$ cat src/rtl/wb_unified_mem_arbiter.sv
// Two-master Wishbone arbiter: instruction fetch and data share one memory slave.
// Alternating grant on contention, one recover cycle per transaction, stall timeout.
module wb_unified_mem_arbiter #(
   parameter int ADDR_W         = 32,
   parameter int TIMEOUT_CYCLES = 255,
   parameter int CNT_W          = 8
) (
   input  logic              clk,
   input  logic              rst,
   input  logic [ADDR_W-1:0] i_adr_i,
   input  logic              i_cyc_i,
   input  logic              i_stb_i,
   output logic [31:0]       i_dat_o,
   output logic              i_ack_o,
   output logic              i_err_o,
   input  logic [ADDR_W-1:0] d_adr_i,
   input  logic [31:0]       d_dat_i,
   input  logic              d_we_i,
   input  logic [3:0]        d_sel_i,
   input  logic              d_cyc_i,
   input  logic              d_stb_i,
   output logic [31:0]       d_dat_o,
   output logic              d_ack_o,
   output logic              d_err_o,
   output logic [ADDR_W-1:0] m_adr_o,
   output logic [31:0]       m_dat_o,
   output logic              m_we_o,
   output logic [3:0]        m_sel_o,
   output logic              m_cyc_o,
   output logic              m_stb_o,
   input  logic [31:0]       m_dat_i,
   input  logic              m_ack_i,
   input  logic              m_err_i,
   output logic [1:0]        grant_o,
   output logic              timeout_o
);

   typedef enum logic [1:0] {
      S_IDLE  = 2'b00,
      S_GNT_I = 2'b01,
      S_GNT_D = 2'b10,
      S_REC   = 2'b11
   } state_t;

   localparam logic [CNT_W-1:0] LP_TO = CNT_W'(TIMEOUT_CYCLES);

   state_t           r_state;
   state_t           w_next;
   logic             r_last_d;
   logic [CNT_W-1:0] r_cnt;
   logic [1:0]       r_grant;

   logic w_i_req;
   logic w_d_req;
   logic w_resp;
   logic w_in_grant;
   logic w_own_cyc;
   logic w_cnt_hit;
   logic w_to;

   assign w_i_req    = i_cyc_i & i_stb_i;
   assign w_d_req    = d_cyc_i & d_stb_i;
   assign w_resp     = m_ack_i | m_err_i;
   assign w_in_grant = (r_state == S_GNT_I) || (r_state == S_GNT_D);
   assign w_own_cyc  = (r_state == S_GNT_I) ? i_cyc_i :
                       (r_state == S_GNT_D) ? d_cyc_i : 1'b0;
   assign w_cnt_hit  = (TIMEOUT_CYCLES != 0) && (r_cnt == LP_TO);
   // A real slave response in the timeout cycle takes precedence
   assign w_to       = w_in_grant & w_own_cyc & w_cnt_hit & ~w_resp;
   assign grant_o    = r_grant;

   always_ff @(posedge clk or posedge rst) begin
      if (rst) begin
         r_state  <= S_IDLE;
         r_grant  <= 2'b00;
         r_last_d <= 1'b0;
         r_cnt    <= '0;
      end else begin
         r_state <= w_next;
         r_grant <= (w_next == S_GNT_I) ? 2'b01 :
                    (w_next == S_GNT_D) ? 2'b10 : 2'b00;
         if (w_in_grant && w_own_cyc && (w_resp || w_to))
            r_last_d <= (r_state == S_GNT_D);
         if (!w_in_grant)
            r_cnt <= '0;
         else if (!w_resp)
            r_cnt <= r_cnt + CNT_W'(1);
      end
   end

   always_comb begin
      w_next = r_state;
      case (r_state)
         S_IDLE: begin
            if (w_d_req && (!w_i_req || !r_last_d))
               w_next = S_GNT_D;
            else if (w_i_req)
               w_next = S_GNT_I;
         end
         S_GNT_I, S_GNT_D: begin
            if (!w_own_cyc)
               w_next = S_IDLE;
            else if (w_resp || w_to)
               w_next = S_REC;
         end
         S_REC:   w_next = S_IDLE;
         default: w_next = S_IDLE;
      endcase
   end

   always_comb begin
      m_adr_o   = '0;
      m_dat_o   = '0;
      m_we_o    = 1'b0;
      m_sel_o   = 4'h0;
      m_cyc_o   = 1'b0;
      m_stb_o   = 1'b0;
      i_dat_o   = '0;
      i_ack_o   = 1'b0;
      i_err_o   = 1'b0;
      d_dat_o   = '0;
      d_ack_o   = 1'b0;
      d_err_o   = 1'b0;
      timeout_o = 1'b0;
      case (r_state)
         S_GNT_I: begin
            m_adr_o   = i_adr_i;
            m_sel_o   = 4'hF;
            m_cyc_o   = i_cyc_i & ~w_to;
            m_stb_o   = i_stb_i & ~w_to;
            i_dat_o   = m_dat_i;
            i_ack_o   = m_ack_i & i_cyc_i;
            i_err_o   = (m_err_i & i_cyc_i) | w_to;
            timeout_o = w_to;
         end
         S_GNT_D: begin
            m_adr_o   = d_adr_i;
            m_dat_o   = d_dat_i;
            m_we_o    = d_we_i;
            m_sel_o   = d_sel_i;
            m_cyc_o   = d_cyc_i & ~w_to;
            m_stb_o   = d_stb_i & ~w_to;
            d_dat_o   = m_dat_i;
            d_ack_o   = m_ack_i & d_cyc_i;
            d_err_o   = (m_err_i & d_cyc_i) | w_to;
            timeout_o = w_to;
         end
         default: ;
      endcase
   end

endmodule

$ cat config.mk
export PLATFORM = sky130hd
export DESIGN_NAME = wb_unified_mem_arbiter
export DESIGN_NICKNAME = d
export VERILOG_FILES = /design/src/rtl/wb_unified_mem_arbiter.sv
export SDC_FILE = /design/constraint.sdc
export NUM_CORES = 1
export LEC_CHECK = 0
export BUFFER_PORTS_ARGS = -buffer_cell sky130_fd_sc_hd__buf_2
export CAP_MARGIN = 10
export CORE_AREA = 2 2 110 112
export CTS_CLUSTER_DIAMETER = 120
export DETAILED_ROUTE_END_ITERATION = 7
export DIE_AREA = 0 0 112 114
export GPL_TIMING_DRIVEN = 0
export MAX_ROUTING_LAYER = met4
export SYNTH_ARGS = -nofsm -noshare
export SYNTH_HDL_FRONTEND = slang
export SYNTH_SLANG_ARGS = --single-unit
export TNS_END_PERCENT = 30
$ cat constraint.sdc
create_clock -name clk -period 4.4 [get_ports clk]
set_clock_uncertainty 0.05 [all_clocks]
set_input_delay 0.88 -clock clk [delete_from_list [all_inputs] [get_ports clk]]
set_output_delay 0.88 -clock clk [all_outputs]
set_load 0.01 [all_outputs]
==> results.yml <==
clock_tree:
  postCtsSetupBuffers: 0
  cts.clk_slew.worst_paths_ns: 0.05
  root_buffer: "clkbuf_16"
  insertion_delay_ns: 0.25
  ctsLongestPathBuffers: 2
  cts_tree: "built"
  cts_made_buffers: 3
  ctsResizeCount: 0
  h-tree-depth: 1
  clock_sinks: 13
  cts-hold-fix-buffers: 0
synth:
  ys_top_cells_by_area: "and2_1 (33%), dfrtp_1 (16%), a22oi_1 (12%), nor2b_1 (11%), clkbuf_1 (3.6%)"
  ys_seq_area_share_pct: 16.2
  synth_warnings: 0
  synth_edf_count: 0
  synthFlopType: "dfrtp_1"
  syn_inst: 277
  synth_fp_nets: 423
  yosysTopAreaCellShare_pct: 32.7
  syn-cell-area_mm2: 0.00201
  yosys.cell_types.count: 29
  syn_avg_cell_area_um2: 7.25
  synthTopCellsByCount: "and2_1 (105), nor2b_1 (36), a22oi_1 (32)"
  async_flop_share_pct: 100
  synth_seq_cells: 13
  yosysTopAreaCell: "and2_1"
  synth.most_common_cell: "and2_1"
final_layout:
  diodes: 0
  layout.nets: 710
  drive_above_1_share_pct: 52.0
  nFillCells: 1293
  fin_cells: 710
  syn_to_final_growth_pct: 83.5
floorplan:
  dieArea_mm2: 0.0128
  rows: 40
  die_h_um: 114
  num_io_pins: 283
  die_w_um: 112
  core_mm2: 0.0117
  initial_core_util_pct: 17.1
worst_setup_path:
  critPathLaunchType: "register"
  crit_top_cell: "buf_2"
  end_kind: "primary output"
  cp_slowest_stage_delay_ns: 0.45
  crit_required_ns: 3.47
  cp_cell_sequence: "inv_1, ha_1, buf_2, and3_1, o2111ai_1, nand2_1, nor2_1, buf_2"
  cp_max_fo: 10
  worstPathArrival_ns: 2.33
  r2r-start: "r_state[0]"
  reg2reg_depth: 7
  critPathSlowestCell: "dfrtp_1"
  startpoint: "r_state[0]"
  path_class: "register to primary output"
  reg2reg_slack_ns: 2.35
  r2r-end: "grant_o[1]"
timing:
  fin_crit_sh_pct: 74.1
  worst_pin_slew_ns: 0.602
  fmax_mhz: 307
  min_period_ns: 3.26
  slew_violations: 0
  finalHoldViolations: 0
  fin_setup_tns_ns: 0
  max-slew-margin-rel_pct: 59.9
  rsz0062_at_grt: "no"
  setup_viol: 0
placed_design:
  gp_congestion: 0.815
  dp_cells: 706
  dp_hpwl_um: 8120
  place.port_buffers: 282
global_routing:
  track_usage_pct: 14.2
  grt_max_degree: 14
  antenna_found_initial: 0
  grt_pass1_wl_um: 14300
  grt_pass1_vias: 2671
  grt.overflow.total: 0
  use_met2_pct: 24.1
  grt_most_used_layer: "met2"
  met1_usage_pct: 18.7
  grt.met3_usage_pct: 1.70
detailed_routing:
  drc: 0
  ant_nets: 0
  first_pass_iters: 4
  avgRoutedWirePerCell_um: 13.7
  num_vias: 3007
  drt_iter0_markers: 130
  wirelength_um: 9760
  viasPerCell: 4.24
worst_hold_path:
  worstHoldPathCells: 1
  min_from: "r_last_d"
  hold_class: "register to register"
  hold_end: "r_last_d"
power:
  power-per-cell-area_mw_per_mm2: 497
  peakVddDrop_mv: 0.217
  power.leakage_nw: 2.17
status:
  status: "completed"
job:
  drv_cap: 0
==> cell usage in the layout, fill, tap and decap left out, types with 4 or more instances in the layout <==
master    netlist  final
a21oi_1         6      6
clkbuf_1       19     19
and2_1        105    105
and3_1          4      4
dfrtp_1        13     13
inv_1           4      4
buf_2           2    284
nand2_1        11     11
o21ai_0         5      5
a22oi_1        32     32
xnor2_1         6      6
ha_1            5      5
nor2b_1        36     36
==> cells by family (layout without fill, tap and decap cells) <==
family / Yosys count / after routing / synth area share (%)
DFF: 13 / 13 / 16.2
and+or+nand+nor: 169 / 169 / 51.9
muxes: 3 / 3 / 1.56
AOI/OAI and AO/OA: 52 / 52 / 18.5
adders and majority gates: 5 / 5 / 3.12
buffers and inverters: 28 / 314 / 5.74
xor gates and xnor gates: 7 / 7 / 3.05
==> final cells by class <==
type / count / area [um^2] / share of cell area [%]
plain buffers: 24 / 100 / 2.72
well taps: 147 / 184 / 4.99
clock inverters: 1 / 5.00 / 0.136
multi-input cells: 236 / 1570 / 42.5
repair buffers: 282 / 1410 / 38.3
clock buffers: 3 / 75.1 / 2.04
flip-flops and latches: 13 / 325 / 8.83
inverters: 4 / 15.0 / 0.408
==> registers in the layout, summed over array words and instances (netlist names) <==
signal and cells:
r_state 2, r_cnt 8, r_last_d 1, grant_o 2
==> critical path, delay by kind of cell, from the launching register on <==
kind            cells  cell delay [ns]
simple gates        3             0.51
flops               1             0.45
buf+inv             3             0.44
compound gates      1             0.38
fa+ha+maj           1             0.31
==> worst max path at each step <==
stage                     cells past startpoint      end  slack [ns]
after detailed placement                      8  m_cyc_o        1.37
after CTS                                     8  m_cyc_o        1.09
after global placement                        8  m_cyc_o        1.36
after global routing                          8  m_cyc_o        0.97
final                                         8  m_cyc_o        1.14
after floorplan                               3  d_err_o        1.81
==> per-stage QoR <==
| stage | hold slack [ns] | area (um^2) | total power, mW | util, % | setup WS, ns |
|---|---|---|---|---|---|
| after floorplan | 0.430 | 2010 | 1.05 | - | 1.81 |
| after CTS | 0.471 | 3680 | 1.86 | 31.4 | 1.09 |
| final | 0.470 | 3680 | 1.83 | 31.4 | 1.14 |
| after detailed placement | 0.460 | 3600 | 1.68 | 30.8 | 1.37 |
| after global placement | 0.456 | 3600 | 1.67 | 30.8 | 1.36 |
| after global routing | 0.485 | 3680 | 2.00 | 31.4 | 0.968 |
==> power by group <==
part | switching (mW) | internal (mW) | total (mW)
sequential | 0.0202 | 0.145 | 0.165
combinational | 0.835 | 0.649 | 1.48
clock | 0.0582 | 0.122 | 0.180
==> routing by layer <==
metal,up-vias,routed length (um)
li1,1501,-
met1,1378,4300
met3,8,571
met4,0,65
met5,-,0
met2,120,4820
Note: power is estimated with default switching activity, not from simulation.
